===== src/rtl/mem_port_arbiter.sv =====
// Shares one external memory port between instruction fetch and the LSU data path.
// Data wins ties; a streak counter forces a fetch grant after STREAK_MAX back-to-back data grants.
module mem_port_arbiter #(
  parameter int unsigned XLEN       = 32,
  parameter int unsigned STREAK_MAX = 4,
  parameter int unsigned STREAK_W   = 3
) (
  input  logic            clock_in,
  input  logic            reset_in,
  input  logic            ins_req_valid_in,
  input  logic [XLEN-1:0] ins_req_addr_in,
  output logic            ins_req_ready_out,
  output logic [XLEN-1:0] ins_req_data_out,
  input  logic            data_req_valid_in,
  input  logic            data_req_write_in,
  input  logic [XLEN-1:0] data_req_addr_in,
  input  logic [XLEN-1:0] data_req_data_in,
  output logic            data_req_ready_out,
  output logic [XLEN-1:0] data_req_data_out,
  output logic            mem_valid_out,
  output logic            mem_write_out,
  output logic [XLEN-1:0] mem_addr_out,
  output logic [XLEN-1:0] mem_data_out,
  input  logic            mem_ready_in,
  input  logic [XLEN-1:0] mem_data_in,
  output logic            arb_busy_out,
  output logic            arb_owner_out
);

  localparam logic [STREAK_W-1:0] STREAK_LIMIT = STREAK_W'(STREAK_MAX);

  typedef enum logic [1:0] {
    IDLE,
    INS_ACC,
    DATA_ACC,
    RESP
  } state_t;

  state_t              state, state_nxt;
  logic [STREAK_W-1:0] streak, streak_nxt;
  logic                grant_ins, grant_data;
  logic                access_done;

  always_ff @(posedge clock_in or negedge reset_in) begin
    if (!reset_in) begin
      state  <= IDLE;
      streak <= '0;
    end else begin
      state  <= state_nxt;
      streak <= streak_nxt;
    end
  end

  always_comb begin
    state_nxt   = state;
    streak_nxt  = streak;
    grant_ins   = 1'b0;
    grant_data  = 1'b0;
    access_done = 1'b0;
    case (state)
      IDLE: begin
        if (data_req_valid_in && (!ins_req_valid_in || streak < STREAK_LIMIT)) begin
          grant_data = 1'b1;
          state_nxt  = DATA_ACC;
        end else if (ins_req_valid_in) begin
          grant_ins = 1'b1;
          state_nxt = INS_ACC;
        end
        // Streak only counts data grants that actually held off a pending fetch.
        if (!ins_req_valid_in || grant_ins) begin
          streak_nxt = '0;
        end else if (grant_data && streak < STREAK_LIMIT) begin
          streak_nxt = streak + STREAK_W'(1);
        end
      end
      INS_ACC, DATA_ACC: begin
        if (mem_ready_in) begin
          access_done = 1'b1;
          state_nxt   = RESP;
        end
      end
      RESP: state_nxt = IDLE;
      default: state_nxt = IDLE;
    endcase
  end

  always_ff @(posedge clock_in or negedge reset_in) begin
    if (!reset_in) begin
      ins_req_ready_out  <= 1'b0;
      ins_req_data_out   <= '0;
      data_req_ready_out <= 1'b0;
      data_req_data_out  <= '0;
      mem_valid_out      <= 1'b0;
      mem_write_out      <= 1'b0;
      mem_addr_out       <= '0;
      mem_data_out       <= '0;
      arb_busy_out       <= 1'b0;
      arb_owner_out      <= 1'b0;
    end else begin
      ins_req_ready_out  <= 1'b0;
      data_req_ready_out <= 1'b0;
      arb_busy_out       <= (state_nxt != IDLE);
      if (grant_data) begin
        mem_valid_out <= 1'b1;
        mem_write_out <= data_req_write_in;
        mem_addr_out  <= data_req_addr_in;
        mem_data_out  <= data_req_data_in;
        arb_owner_out <= 1'b1;
      end else if (grant_ins) begin
        mem_valid_out <= 1'b1;
        mem_write_out <= 1'b0;
        mem_addr_out  <= ins_req_addr_in;
        mem_data_out  <= '0;
        arb_owner_out <= 1'b0;
      end
      if (access_done) begin
        mem_valid_out <= 1'b0;
        if (state == DATA_ACC) begin
          data_req_data_out  <= mem_data_in;
          data_req_ready_out <= 1'b1;
        end else begin
          ins_req_data_out  <= mem_data_in;
          ins_req_ready_out <= 1'b1;
        end
      end
    end
  end

endmodule


===== config.mk =====
export PLATFORM = sky130hd
export DESIGN_NAME = mem_port_arbiter
export DESIGN_NICKNAME = d
export VERILOG_FILES = /design/src/rtl/mem_port_arbiter.sv
export SDC_FILE = /design/constraint.sdc
export NUM_CORES = 1
export LEC_CHECK = 0
export CELL_PAD_IN_SITES_DETAIL_PLACEMENT = 1
export CELL_PAD_IN_SITES_GLOBAL_PLACEMENT = 1
export CORE_UTILIZATION = 51
export DETAILED_ROUTE_END_ITERATION = 12
export DONT_BUFFER_PORTS = 1
export GPL_ROUTABILITY_DRIVEN = 0
export PLACE_DENSITY = 0.82
export RECOVER_POWER = 50
export SLEW_MARGIN = 20
export SYNTH_ARGS = -nofsm -noshare
export SYNTH_HDL_FRONTEND = slang
export SYNTH_SLANG_ARGS = --single-unit

===== constraint.sdc =====
create_clock -name clock_in -period 3.9 [get_ports clock_in]
set_input_delay 0.78 -clock clock_in [delete_from_list [all_inputs] [get_ports clock_in]]
set_output_delay 0.78 -clock clock_in [all_outputs]
set_load 0.02 [all_outputs]

; Yosys cells after proc, flatten, opt, wreduce, memory -nomap -nowiden
; Cells that the tools add are included.
[word_totals]
reg_bits = 139
inputBits = 134
output_inout_bits = 134
wordCells = 61
[classes]
n_addsub = 1
order_cmp = 1
n_eq_ne = 3
mux = 29
n_bitwise = 1
n_reduce_logical = 14
[op_table]
columns = operator, count
row1 = 32-bit 2-to-1 mux, 4
row2 = 1-bit 2-to-1 mux, 19
row3 = 2-bit 2-to-1 mux, 3
row4 = 3-bit 2-to-1 mux, 2
row5 = 2-bit one-hot mux with 3 select lines, 1
row6 = 2-bit AND reduction, 3
row7 = 2-bit nonzero test, 3
row8 = "2-bit equality test, second input constant", 2
row9 = "3-bit by 1-bit adder with 3-bit output, second input constant", 1
row10 = "3-bit less-than comparator, second input constant", 1
row11 = 3-bit nonzero test, 1
row12 = "2-bit by 1-bit equality test with 1-bit output, second input constant", 1
row13 = 1-bit logical AND, 2
row14 = 2-bit logical NOT, 1
row15 = 1-bit logical OR, 2
row16 = 2-bit OR reduction, 1
row17 = 1-bit logical NOT, 1
row18 = 1-bit inverter, 1

; Logic depth before layout (Yosys ltp)
; Gate-level depths: netlist of the first run.
[logic_depth]
word_depth = 9
ltp_mapped = 8
depth_no_buf = 5

; Worst setup path before layout of the first run
; OpenSTA, ideal clock, no wires.
[synth_path]
path_type = input to register
startpoint = input port ins_req_valid_in
endpoint = register mem_data_out[10]
setup_ps = 121
arrival_time_ps = 1659
t_required_ps = 3779
setup_slack_ps = 2120
stages = 6
path_buffers = 3
path_cell_list = buf_2 > a21boi_2 > and2_1 > buf_4 > buf_6 > a22o_1
[synth_between]
elab_chain_cells = 7
elab_cells_between_ends = 12
cone_classes = 8 x mux / 4 x reduce/logical
[synth_rtl]
columns = element, line
row1 = start: declaration, 10  ; input logic ins_req_valid_in,
row2 = 1-bit logical NOT, 62  ; if (data_req_valid_in && (!ins_req_valid_in || streak < STREAK_LIMIT)) begin
row3 = 1-bit logical OR, 62
row4 = 1-bit logical AND, 62
row5 = 1-bit 2-to-1 mux, 62
row6 = 1-bit 2-to-1 mux (2 in a row), 60  ; case (state)
row7 = 32-bit 2-to-1 mux / 2-bit nonzero test (equally long branches), -
row8 = end signal: assignment, 107  ; mem_data_out <= data_req_data_in;
row9 = end: declaration, 23  ; output logic [XLEN-1:0] mem_data_out,
; Parallel ways exist; a longest one is shown, timed or not. The select of a mux whose other input is x is not followed.
; A chain may end at the register's enable or synchronous reset.

; Worst setup path after layout of the first run
[layout_path]
startpoint = register state[0]
endpoint = register data_req_data_out[24]
[layout_between]
elab_chain_cells = 4
elab_cells_between_ends = 5
cone_classes = 2 x eq/ne / 1 x mux / 2 x reduce/logical
[layout_rtl]
columns = element, line
row1 = start: declaration, 39  ; state_t state, state_nxt;
row2 = start signal: assignment, 49  ; state <= state_nxt;
row3 = 2-bit equality test / 2-bit by 1-bit equality test with 1-bit output (equally long branches), "60, 118"
row4 = 2-bit OR reduction, 60
row5 = 1-bit 2-to-1 mux, 60
row6 = 2-bit AND reduction (no line) *, -
row7 = end signal: assignment, 119  ; data_req_data_out <= mem_data_in;
row8 = end: declaration, 19  ; output logic [XLEN-1:0] data_req_data_out,
; Mark *: on every way between the ends. The rest lies on a longest branch, timed or not.

==> run_results.csv, run 1 <==
group,metric,value,unit
status,status,"complete, but fails checks",
status,violations,"capacitance limit, slew limit",
yosys,yosys.area_share.simple,0.0339,
layout,fin_nets,565,
sta,whs,0.210,ns
yosys,synth.net_count,572,
sta,fin_setup_tns,0,ns
yosys,synth.area.top_cells,"dfrtp_1 63%, mux2_2 13%, o21ai_0 5.9%",
setup_path,r2r_cells,5,
grt,grt_pass1_wl,21400,microns
yosys,ys_warn_count,0,
grt,grt_pass1_vias,3743,
cts,numCtsBuffers,17,
detailed_routing,first_pass_iters,4,
die,die_height,106,microns
setup_path,setup.worst_path.start,"state[0]$_DFF_PN0_",
layout,fin_util,0.597,
detailed_routing,wl_met1,4840,microns
setup_path,r2r_slack,1.03,ns
die,ios,268,
sta,maxSlewHeadroom,-0.226,
cts,cts_setup_buffers,0,
sta,setup_slack,1.03,ns
setup_path,r2r-start,"state[0]$_DFF_PN0_",
pwr,power.share.clock,0.249,
yosys,yosysTopAreaCellShare,0.633,
setup_path,path_depth,5,
layout,finalInstanceArea,6190,sq um
sta,fmax,349,MHz
sta,final.period_utilization,0.735,
setup_path,path_buf_inv,2,
place,dpl_cell_area,5550,sq um
min_path,timing.hold.worst.class,"primary input to async pin",
yosys,synth_seq_cells,139,
layout,diodes,0,
cts,cts-root-buf,"clkbuf_8",
place,dp_slack,1.75,ns
setup_path,path_class,"register to register",
setup_path,end_kind,"register",
setup_path,r2r_end,"data_req_data_out[24]$_DFFE_PN0P_",
yosys,seq_area_frac_synth,0.633,
sta,finalSetupViolCount,0,
layout,synthToLayoutAreaGrowth,12.5,%
sta,rsz0062_at_grt,"false",
pwr,cellPowerDensity,1060,nW/um^2
die,core_area,10400,sq um
cts,clockBufferDepth,2,
detailed_routing,ant_nets,0,
pwr,power_leakage,2.76,nW
detailed_routing,num_vias,3578,
place,dp.final_hpwl,9110,microns
yosys,ys_types,30,
detailed_routing,highest_layer,"met4",
grt,grt_overflow,0,
cts,worstSkewPairLatency,0.52,ns
cts,ctsResizeCount,0,
cts,cts_tree,"yes",
pwr,p_sw_frac,0.415,
setup_path,endpoint,"data_req_data_out[24]$_DFFE_PN0P_",
grt,antenna_found_initial,0,
cts,path_clk_slew,0.06,ns
yosys,synth-xor-area-share,0,
yosys,avgSynthCellArea,12.6,sq um
sta,worstMarginPinSlew,1.84,ns
setup_path,critPathMaxStageDelay,1.32,ns
yosys,netlist_area,5500,sq um
grt,grt_max_degree,140,
yosys,synthMuxAreaShare,0.133,
place,port_buffers,0,
sta,final.min_clock_period,2.87,ns
setup_path,path_max_fanout,33,
setup_path,cp-start-kind,"register",
die,dieArea,11200,sq um
sta,fin_worst_skew,0.0107,ns
yosys,synth_top_area_cell,"dfrtp_1",
yosys,synthAdderAreaFrac,0.00683,
cts,hold_buffers,1,
pwr,peakVddDrop,444,uV
flow_run,drv_cap,1,
yosys,synth_top_family_by_area,"compound AO/OA/AOI/OAI gates",
cts,htreeDepth,4,
detailed_routing,met3_length,1240,microns
setup_path,slowest_stage,"clkbuf_1",
setup_path,cp.arrival,3.26,ns
pwr,p_int,3.84,mW
setup_path,crit_chain,"inv_1 > ha_1 > nand3_1 > clkbuf_1 > mux2_2",
detailed_routing,drcViolationCount,0,
yosys,synth-compound-area-share,0.158,
setup_path,path_delay_family,"buffers and inverters",
detailed_routing,dr_wl_met2,7190,microns
detailed_routing,wl,13800,microns
layout,drive_gt1_frac,0.238,
detailed_routing,viasPerCell,6.20,
die,die_x,106,microns
yosys,synthCells,435,
detailed_routing,drtIter0Drc,189,
pwr,p_seq_frac,0.530,
die,start_util,0.530,
die,rows,37,
setup_path,cp.required,4.30,ns
detailed_routing,wire_per_inst,23.9,microns
grt,grt_usage,0.256,
sta,hold_violations,0,
pwr,switchingPower,2.73,mW
pwr,power_frac_comb,0.220,
sta,final-max-slew-violation-count,34,
cts,cts.sinks,139,
[metal layers]
layer | GRT usage | vias to the layer above
met5 | 0 | -
met4 | 0.127 | 0
met3 | 0.0989 | 43
met2 | 0.430 | 200
met1 | 0.284 | 1798
li1 | - | 1537
[layout by cell type, fill, tap and decap left out, types with 2 or more instances in the layout]
cell type | netlist | final
dfrtp_1 | 139 | 139
o21ai_0 | 65 | 65
mux2_2 | 64 | 64
nand2_1 | 33 | 33
a21oi_1 | 33 | 33
a22o_1 | 33 | 33
clkbuf_16 | 0 | 16
inv_1 | 7 | 7
buf_4 | 2 | 5
nor2_1 | 4 | 4
o21ai_1 | 4 | 3
ha_1 | 3 | 3
clkbuf_8 | 0 | 3
clkinv_2 | 0 | 3
clkinv_4 | 0 | 3
bufinv_16 | 0 | 3
o2bb2ai_1 | 2 | 2
nand3_1 | 2 | 2
clkinvlp_4 | 0 | 2
[power groups by stage]
stage                     registers (mW)  logic, mW  clock network, mW
after global placement              3.47       1.30                  0
after detailed placement            3.50       1.41                  0
after CTS                           3.49       1.47               1.67
after floorplan                     3.29       1.19                  0
final                               3.48       1.45               1.64
after global routing                3.56       1.61               1.73
[logic make-up after synthesis]
| logic type | after synthesis |
|---|---|
| AOI/OAI and AO/OA | 143 |
| adders and majority gates | 3 |
| buffers and inverters | 40 |
| DFF | 139 |
| muxes | 65 |
| and+or+nand+nor | 45 |
[layout make-up]
cell class	count	area (sq um)
fill	1031	4180
sequential	139	3480
multi-input combinational	256	1830
clock buffer	19	442
tap	136	170
clock inverter	13	166
timing repair buffer	7	68.8
inverter	7	26.3
[synth_stat cells]
cell       instances
nand2_1           33
and2_1             1
mux2_2            64
nand3_1            2
a21bo_2            1
o21a_1             1
clkbuf_1          14
a21boi_2           1
o2bb2ai_1          2
buf_4              2
inv_1              7
a21oi_1           33
o21ai_0           65
nand3b_1           1
buf_2             13
ha_1               3
nand4_1            1
o41ai_1            1
o21ai_1            4
nor2b_1            1
a22o_1            33
nor3_1             1
nor2_1             4
nand2b_1           1
dfrtp_1          139
clkbuf_2           1
mux2i_1            1
a21o_1             1
buf_6              3
o22ai_1            1
[through the flow]
step	power, mW	std cells
2_1_floorplan	4.49	435
3_3_place_gp	4.77	544
3_5_place_dp	4.91	544
4_1_cts	6.63	577
5_1_grt	6.90	577
6_report	6.57	577
[worst min path at each step]
stage          cells past startpoint                      endpoint             startpoint  slack [ns]
2_1_floorplan                      1         streak[0]$_DFFE_PN0P_  streak[0]$_DFFE_PN0P_        0.46
3_3_place_gp                       1         streak[0]$_DFFE_PN0P_  streak[0]$_DFFE_PN0P_        0.47
3_5_place_dp                       1         streak[0]$_DFFE_PN0P_  streak[0]$_DFFE_PN0P_        0.48
4_1_cts                            1  mem_data_out[16]$_DFFE_PN0P_               reset_in        0.27
5_1_grt                            1  mem_data_out[15]$_DFFE_PN0P_               reset_in        0.27
6_report                           1  mem_data_out[15]$_DFFE_PN0P_               reset_in        0.21
[sequential cells by signal (all words and copies together), names as in the netlist]
signal	cells
arb_busy_out	1
arb_owner_out	1
data_req_data_out	32
data_req_ready_out	1
ins_req_data_out	32
ins_req_ready_out	1
mem_addr_out	32
mem_data_out	32
mem_valid_out	1
mem_write_out	1
state	2
streak	3
No activity file was read; power rests on OpenSTA's default activity.
==> inputs of run 2 (changes only) <==
--- a/config.mk
+++ b/config.mk
@@ -7,11 +7,11 @@
 export LEC_CHECK = 0
 export CELL_PAD_IN_SITES_DETAIL_PLACEMENT = 1
 export CELL_PAD_IN_SITES_GLOBAL_PLACEMENT = 1
-export CORE_UTILIZATION = 51
+export CORE_UTILIZATION = 43
 export DETAILED_ROUTE_END_ITERATION = 12
 export DONT_BUFFER_PORTS = 1
 export GPL_ROUTABILITY_DRIVEN = 0
-export PLACE_DENSITY = 0.82
+export PLACE_DENSITY = 0.73
 export RECOVER_POWER = 50
 export SLEW_MARGIN = 20
 export SYNTH_ARGS = -nofsm -noshare
==> constraint.sdc (replaced) <==
create_clock -name clock_in -period 2.45 [get_ports clock_in]
set_input_delay 0.49 -clock clock_in [delete_from_list [all_inputs] [get_ports clock_in]]
set_output_delay 0.49 -clock clock_in [all_outputs]
set_load 0.02 [all_outputs]
==> run_results.csv, run 2 (synthesis gave the netlist of run 1 again) <==
group,metric,value,unit
cts,cts_tree,"yes",
grt,grt_overflow,0,
sta,hold_violations,139,
cts,path_clk_slew,0.06,ns
layout,mostFrequentLayoutCells,"139 x dfrtp_1, 65 x o21ai_0, 64 x mux2_2",
detailed_routing,viasPerCell,5.76,
cts,cts-root-buf,"clkbuf_16",
setup_path,cp.required,2.74,ns
sta,fmax,531,MHz
setup_path,r2r-start,"state[0]$_DFF_PN0_",
sta,finalSetupViolCount,0,
pwr,power_leakage,2.79,nW
detailed_routing,first_pass_iters,4,
die,start_util,0.448,
die,dieArea,13200,sq um
layout,fin_nets,568,
setup_path,cp-start-kind,"register",
setup_path,r2r_cells,5,
place,port_buffers,0,
place,place_inst,579,
die,ios,268,
place,dp.final_hpwl,9140,microns
grt,grt_pass1_wl,20000,microns
status,status,"complete, but fails checks",
detailed_routing,wl,13200,microns
setup_path,path_class,"register to register",
detailed_routing,drtIter0Drc,141,
die,rows,40,
sta,fin_setup_tns,0,ns
pwr,peakVddDrop,583,uV
cts,worstSkewPairLatency,0.41,ns
detailed_routing,wire_per_inst,21.6,microns
detailed_routing,num_vias,3523,
setup_path,r2r_slack,0.57,ns
sta,final.period_utilization,0.769,
layout,synthToLayoutAreaGrowth,14.0,%
pwr,total_power,10.5,mW
die,core_area,12300,sq um
layout,diodes,0,
min_path,timing.hold.worst.class,"primary input to async pin",
cts,numCtsBuffers,17,
sta,fin_worst_skew,0.00852,ns
status,violations,"hold timing",
flow_run,drv_cap,0,
sta,worstMarginPinSlew,0.532,ns
setup_path,end_kind,"register",
grt,grt_usage,0.200,
cts,cts.sinks,139,
die,die_x,115,microns
sta,maxSlewHeadroom,0.645,
cts,clockBufferDepth,2,
grt,antenna_found_initial,0,
setup_path,cp.arrival,2.18,ns
sta,final-max-slew-violation-count,0,
grt,grt_max_degree,140,
detailed_routing,drcViolationCount,0,
layout,drive_gt1_frac,0.243,
pwr,cellPowerDensity,1680,nW/um^2
layout,layout.cells.non_filler,612,
layout,final_common_cell,"dfrtp_1",
sta,whs,-0.226,ns
setup_path,r2r_end,"data_req_data_out[2]$_DFFE_PN0P_",
sta,final.min_clock_period,1.88,ns
die,die_height,115,microns
cts,htreeDepth,4,
detailed_routing,ant_nets,0,
grt,grt_pass1_vias,3691,
setup_path,path_max_fanout,33,
sta,rsz0062_at_grt,"false",
run 2: repair_timing:
item,CTS,global route
gates resized for setup,0,0
endpoints found under the hold margin,139,139
setup buffers,0,0
run 2: metrics by stage:
step                      worst slack (ns)  area, sq um  hold WS [ns]   util
after global placement               0.475         5620         0.197  0.458
after global routing                 0.441         6270        -0.253  0.511
after CTS                            0.541         6240        -0.247  0.509
after floorplan                      0.798         5500         0.194      -
final                                0.566         6270        -0.226  0.511
after detailed placement             0.382         5620         0.197  0.458
run 2: final cells by class:
type | count | area (sq um)
inverters | 7 | 26.3
fillers | 1238 | 5990
multi-input cells | 256 | 1830
clock buffers | 20 | 457
repair buffers | 10 | 95.1
well taps | 168 | 210
flip-flops and latches | 139 | 3480
clock inverters | 12 | 170
run 2: worst max-delay path by stage:
| stage | cells after the start | from | slack, ns | end |
|---|---|---|---|---|
| 6_report | 5 | state[0]$_DFF_PN0_ | 0.57 | data_req_data_out[2]$_DFFE_PN0P_ |
| 5_1_grt | 7 | state[0]$_DFF_PN0_ | 0.44 | mem_addr_out[29]$_DFFE_PN0P_ |
| 3_3_place_gp | 4 | data_req_valid_in | 0.48 | mem_addr_out[20]$_DFFE_PN0P_ |
| 3_5_place_dp | 4 | data_req_valid_in | 0.38 | mem_addr_out[24]$_DFFE_PN0P_ |
| 2_1_floorplan | 5 | state[0]$_DFF_PN0_ | 0.80 | ins_req_data_out[10]$_DFFE_PN0P_ |
| 4_1_cts | 5 | state[0]$_DFF_PN0_ | 0.54 | data_req_data_out[10]$_DFFE_PN0P_ |
run 2: power by group:
group | switching, mW | internal [mW] | leakage, nW | total (mW)
Combinational | 1.14 | 1.18 | 0.771 | 2.32
Clock | 0.939 | 1.75 | 0.310 | 2.69
Sequential | 2.14 | 3.39 | 1.71 | 5.53
Total | 4.22 | 6.32 | 2.79 | 10.5
run 2: critical path, stage by stage (launching register included):
cell and delay (ns):
dfrtp_1 0.42, inv_1 0.09, ha_1 0.35, nand3_1 0.10
buf_4 0.40, mux2_2 0.40
run 2: routing by layer:
| metal | GRT usage | part of all wire | up-vias |
|---|---|---|---|
| li1 | - | - | 1543 |
| met1 | 0.221 | 0.37 | 1801 |
| met2 | 0.347 | 0.52 | 161 |
| met3 | 0.0743 | 0.084 | 18 |
| met4 | 0.0823 | 0.020 | 0 |
| met5 | 0 | 0 | - |
